$ cat src/rtl/calc_sequencer.sv
// calc_sequencer: serial nibble collector that drives a calculator and returns its result
// Ports:
//   clk, rst_n          clock, async active-low reset
//   in_valid/in_data    4-bit nibble stream (A, B, opcode), in_ready back-pressure
//   a, b, oper          registered operands/opcode to the calculator
//   calc_out            combinational calculator result
//   res_valid/res_data  captured result, res_ready from downstream
//   err_op              one-cycle pulse on an illegal opcode nibble
//   res_count           delivered results, modulo 256
module calc_sequencer #(
  parameter int unsigned SETTLE_CYCLES = 1
) (
  input  logic       clk,
  input  logic       rst_n,
  input  logic       in_valid,
  input  logic [3:0] in_data,
  output logic       in_ready,
  output logic [3:0] a,
  output logic [3:0] b,
  output logic [2:0] oper,
  input  logic [7:0] calc_out,
  output logic       res_valid,
  input  logic       res_ready,
  output logic [7:0] res_data,
  output logic       err_op,
  output logic [7:0] res_count
);
  typedef enum logic [2:0] {
    GET_A  = 3'd0,
    GET_B  = 3'd1,
    GET_OP = 3'd2,
    EVAL   = 3'd3,
    HOLD   = 3'd4
  } state_t;
  state_t     state_q;
  logic [3:0] cnt_q;
  logic [3:0] a_q;
  logic [3:0] b_q;
  logic [2:0] oper_q;
  logic [7:0] res_data_q;
  logic       res_valid_q;
  logic       err_op_q;
  logic [7:0] res_count_q;
  assign in_ready  = (state_q == GET_A) || (state_q == GET_B) || (state_q == GET_OP);
  assign a         = a_q;
  assign b         = b_q;
  assign oper      = oper_q;
  assign res_data  = res_data_q;
  assign res_valid = res_valid_q;
  assign err_op    = err_op_q;
  assign res_count = res_count_q;
  always_ff @(posedge clk or negedge rst_n) begin
    if (!rst_n) begin
      state_q     <= GET_A;
      cnt_q       <= 4'd0;
      a_q         <= 4'd0;
      b_q         <= 4'd0;
      oper_q      <= 3'd0;
      res_data_q  <= 8'd0;
      res_valid_q <= 1'b0;
      err_op_q    <= 1'b0;
      res_count_q <= 8'd0;
    end else begin
      err_op_q <= 1'b0;
      case (state_q)
        GET_A: if (in_valid) begin
          a_q     <= in_data;
          state_q <= GET_B;
        end
        GET_B: if (in_valid) begin
          b_q     <= in_data;
          state_q <= GET_OP;
        end
        GET_OP: if (in_valid) begin
          // opcodes with bit 3 set are illegal: drop the whole entry, keep outputs
          if (in_data[3]) begin
            err_op_q <= 1'b1;
            state_q  <= GET_A;
          end else begin
            oper_q  <= in_data[2:0];
            cnt_q   <= 4'(SETTLE_CYCLES - 1);
            state_q <= EVAL;
          end
        end
        EVAL: if (cnt_q == 4'd0) begin
          res_data_q  <= calc_out;
          res_valid_q <= 1'b1;
          state_q     <= HOLD;
        end else begin
          cnt_q <= cnt_q - 4'd1;
        end
        HOLD: if (res_ready) begin
          res_valid_q <= 1'b0;
          res_count_q <= res_count_q + 8'd1;
          state_q     <= GET_A;
        end
        default: state_q <= GET_A;
      endcase
    end
  end
endmodule

$ cat config.mk
export PLATFORM = sky130hd
export DESIGN_NAME = calc_sequencer
export DESIGN_NICKNAME = d
export VERILOG_FILES = /design/src/rtl/calc_sequencer.sv
export SDC_FILE = /design/constraint.sdc
export NUM_CORES = 1
export LEC_CHECK = 0
export CAP_MARGIN = 20
export CORE_MARGIN = 4
export CORE_UTILIZATION = 47
export DETAILED_ROUTE_END_ITERATION = 7
export PLACE_DENSITY = 0.79
export SETUP_SLACK_MARGIN = 0.4
export SYNTH_ARGS = -nofsm -noshare
export SYNTH_HDL_FRONTEND = slang
export SYNTH_SLANG_ARGS = --single-unit
$ cat constraint.sdc
create_clock -name clk -period 2 [get_ports clk]
set_clock_uncertainty 0.1 [all_clocks]
set_input_delay 0.5 -clock clk [delete_from_list [all_inputs] [get_ports clk]]
set_output_delay 0.5 -clock clk [all_outputs]
set_load 0.01 [all_outputs]
==> flow_results.org <==
** Detailed routing
- Routed via count divided by cell count :: about 5.1
- Total vias in the final route :: 1238
- Met1 Wirelength :: ~1400 um
- Max Used Layer :: met4
- Detailed routing placed a total of 240 um of wire on met3.
- Once detail routing completed, the nets flagged for antenna violations numbered 0.
- The first detailed-routing pass took 4 iterations.
- Number of design-rule violations left by the first detailed-router iteration :: 36
- Summed over all nets, wire length on met2 after detailed routing comes to 1990 um.
- The routed design has 3780 um of wire.
- In the final routed layout, each cell accounts on average for 15.5 um.
- DRC viols :: 0

** Power
- Power comes to between 3 and 4 mW.
- Power density over the cells :: approximately 1400 nW/um^2
- The analysis attributes to cell leakage a power of 1.20 nW.
- VDD sags by at most just under 800 uV.

** Synth
- Share of async-settable or async-resettable flops after synthesis :: 1.00
- A synthesized cell averages between 10 and 15 sq um.
- dfrtp_1 takes more of the synthesized area than any other cell.
- Cells taking the most area after synthesis :: dfrtp_1 (54%), mux2_4 (7.2%), mux2_2 (4.7%)
- Number of synthesized flops with an enable pin :: 0
- Number of synthesized register bits :: 36
- Post-synth design cell area :: between 1500 and 2000 sq um
- Warning count from the yosys run :: 0
- Top cell type's share of synthesized area :: 0.538
- Synthesis produced a netlist whose cell count is 119.
- Net Count, Synth :: roughly 140
- Number of library cell types mapped by synthesis :: 38
- Among all flip-flop cells after synthesis, the most frequent one is dfrtp_1.
- Of the synthesized area, sequential elements account for 0.538.

** Worst hold path
- The path class of the tightest hold or removal check is reg2reg.
- Cell count of the worst hold path :: 2

** Setup path
- Required time of the worst setup path :: roughly 1.4 ns
- The critical path in this run is classified as reg2out.
- Counting cells, the worst reg-to-reg path comes to 8.
- Top fanout value on the critical path :: 2
- Data on the critical path arrives at its endpoint at 1.04 ns.
- STA classifies the critical path startpoint as a flop.
- Category of the worst setup path capture point :: output port

** STA
- Max frequency :: a little over 600 MHz
- Setup violations remaining at the end of the flow were counted as 0.
- Ratio of final minimum period to clock period :: 0.818
- The routed design could run at a clock period as short as ~1.6 ns.
- Final hold violation count :: 0
- Setup repair after global routing could not meet its margin everywhere.
- The worst pin sits at a relative slew slack of 0.703.
- For the pin with the worst max-slew slack, the measured transition is ~0.45 ns.
- After routing, the total negative slack on setup checks comes to 0 ns.
- Pins Over Slew Limit :: 0

** Place
- Total half-perimeter wirelength after legalization and detailed placement :: ~2600 um
- At the end of routability-driven placement, the weighted congestion stood at 0.742.
- IO buf count :: 45
- The placed instances occupy a cell area of approximately 2200 sq um.

** CTS
- TritonCTS built the clock tree.
- Depth of the CTS H-tree :: 2
- Clock buffers created by TritonCTS :: 5
- The tree is rooted in a clkbuf_4.
- Register clock-pin slew on the reported worst setup and hold paths :: approximately 0.11 ns
- Sink Count :: 36
- In this run, post-CTS hold repair placed 0 buffers.
- Clock latency on the worst-skew pair, taken at its later pin, is 0.33 ns.
- The clock passes through at most 2 buffers.

** Global route
- Global routing finished with a remaining overflow of 0.
- Entering global routing, the biggest net connects 37 pins.
- All-Layer GR Usage :: 0.187
- The initial antenna violation count came to 0.
- Global-route wire length before repair :: approximately 6000 um
- The number of global-route vias before repair was approximately 1300.

** Floorplanning
- Height of the die :: 67.7 um
- Starting Density :: 0.494
- The core region is 3390 sq um.
- The floorplan step defined a die boundary enclosing 4580 sq um.
- Number of ports placed on the die boundary :: between 40 and 50
- Die Width :: slightly below 70 um
- The initialized floorplan defines 21 standard-cell rows.

** Cells and area
- Final nets :: about 220
- Commonest cells after routing, fill and taps aside :: dfrtp_1 (36), clkbuf_2 (27), buf_4 (25), clkdlybuf4s50_1 (14), mux2_4 (12)
- Final design instance area without fill :: 2380 sq um
- From synthesis to final layout, the design area changed by 42.1%.
- Of the cells placed in the final design, the portion with a size suffix greater than 1 is 0.530.
- The library cell used most frequently in the layout, excluding fill and tap cells, is dfrtp_1.
- The number of antenna diodes in the final layout is 0.

** Flow run
- Max-cap violations in this run came to 0.

** Status
- The run finished with clean final reports.
-- critical path, cell delays in order, from the launching register on --
cell and delay [ns]:
dfrtp_1 0.41, a21oi_2 0.15, buf_2 0.14
-- cells in the mapped netlist (2+ instances only) --
cell type / count
a211o_1: 2
and4bb_2: 2
buf_6: 4
dfrtp_1: 36
ha_1: 2
inv_1: 4
mux2_1: 4
mux2_2: 7
mux2_4: 8
nand2_1: 9
nand2b_1: 2
nand4_1: 2
nor2_1: 2
nor3_1: 2
o21ai_0: 3
o22ai_1: 2
xnor2_1: 5
xor2_1: 3
-- state kept, by name (all words and copies together), names as in the netlist --
| register | count |
|---|---|
| err_op | 1 |
| state_q | 3 |
| oper | 3 |
| res_count | 8 |
| res_valid | 1 |
| res_data | 8 |
| b | 4 |
| cnt_q | 4 |
| a | 4 |
-- worst paths after layout --
check | start | endpoint | slack (ns)
worst max-delay path | state_q[1] | in_ready | 0.36
worst min-delay path | res_valid | res_valid | 0.42
worst max register to register | cnt_q[1] | cnt_q[2] | 0.43
worst min register to register | res_valid | res_valid | 0.42
max in group asynchronous | rst_n | cnt_q[1] | 1.01
min in group asynchronous | rst_n | res_count[4] | 0.47
-- through the flow --
step                hold WS (ns)  instances  worst slack, ns  utilization
CTS                        0.407        238            0.360        0.716
global route               0.438        244            0.300        0.702
global placement           0.358        212           0.0670        0.646
finish                     0.416        244            0.364        0.702
floorplan                  0.104        119            0.403            -
detailed placement         0.370        212         -0.00183        0.646
-- logic make-up (layout without fill, tap and decap cells) --
kind of cell / after synthesis / after routing / share of synthesized area
XOR/XNOR: 8 / 8 / 0.0419
buffers and inverters: 9 / 87 / 0.0404
flip-flops: 36 / 36 / 0.538
adder cells (fa/ha/maj): 2 / 2 / 0.0149
AND/OR/NAND/NOR: 31 / 32 / 0.158
AO/OA/AOI/OAI: 13 / 13 / 0.0546
multiplexers: 20 / 20 / 0.152
-- metal layers --
layer,GRT usage,vias up
met1,0.201,608
met4,0.0785,0
met5,0,-
li1,-,578
met3,0.0715,9
met2,0.326,43
-- final cells by class --
cell class	count	area, sq um
Fill cell	238	1010
Sequential cell	36	901
Multi-Input combinational cell	75	801
Timing Repair Buffer	75	543
Tap cell	46	57.6
Clock buffer	6	51.3
Inverter	4	15.0
Clock inverter	2	10.0
-- power breakdown --
group,switching [mW],internal [mW]
sequential,0.192,1.02
combinational,0.754,1.02
clock,0.237,0.167
total,1.18,2.21
-- what timing repair did --
item                                    in CTS  in global routing
pin swaps                                    3                  5
gates resized for setup                     73                 42
cloned                                       1                  0
endpoints found under the setup margin      41                 50
buffers inserted                            17                  6
(Power assumes the default switching activity.)
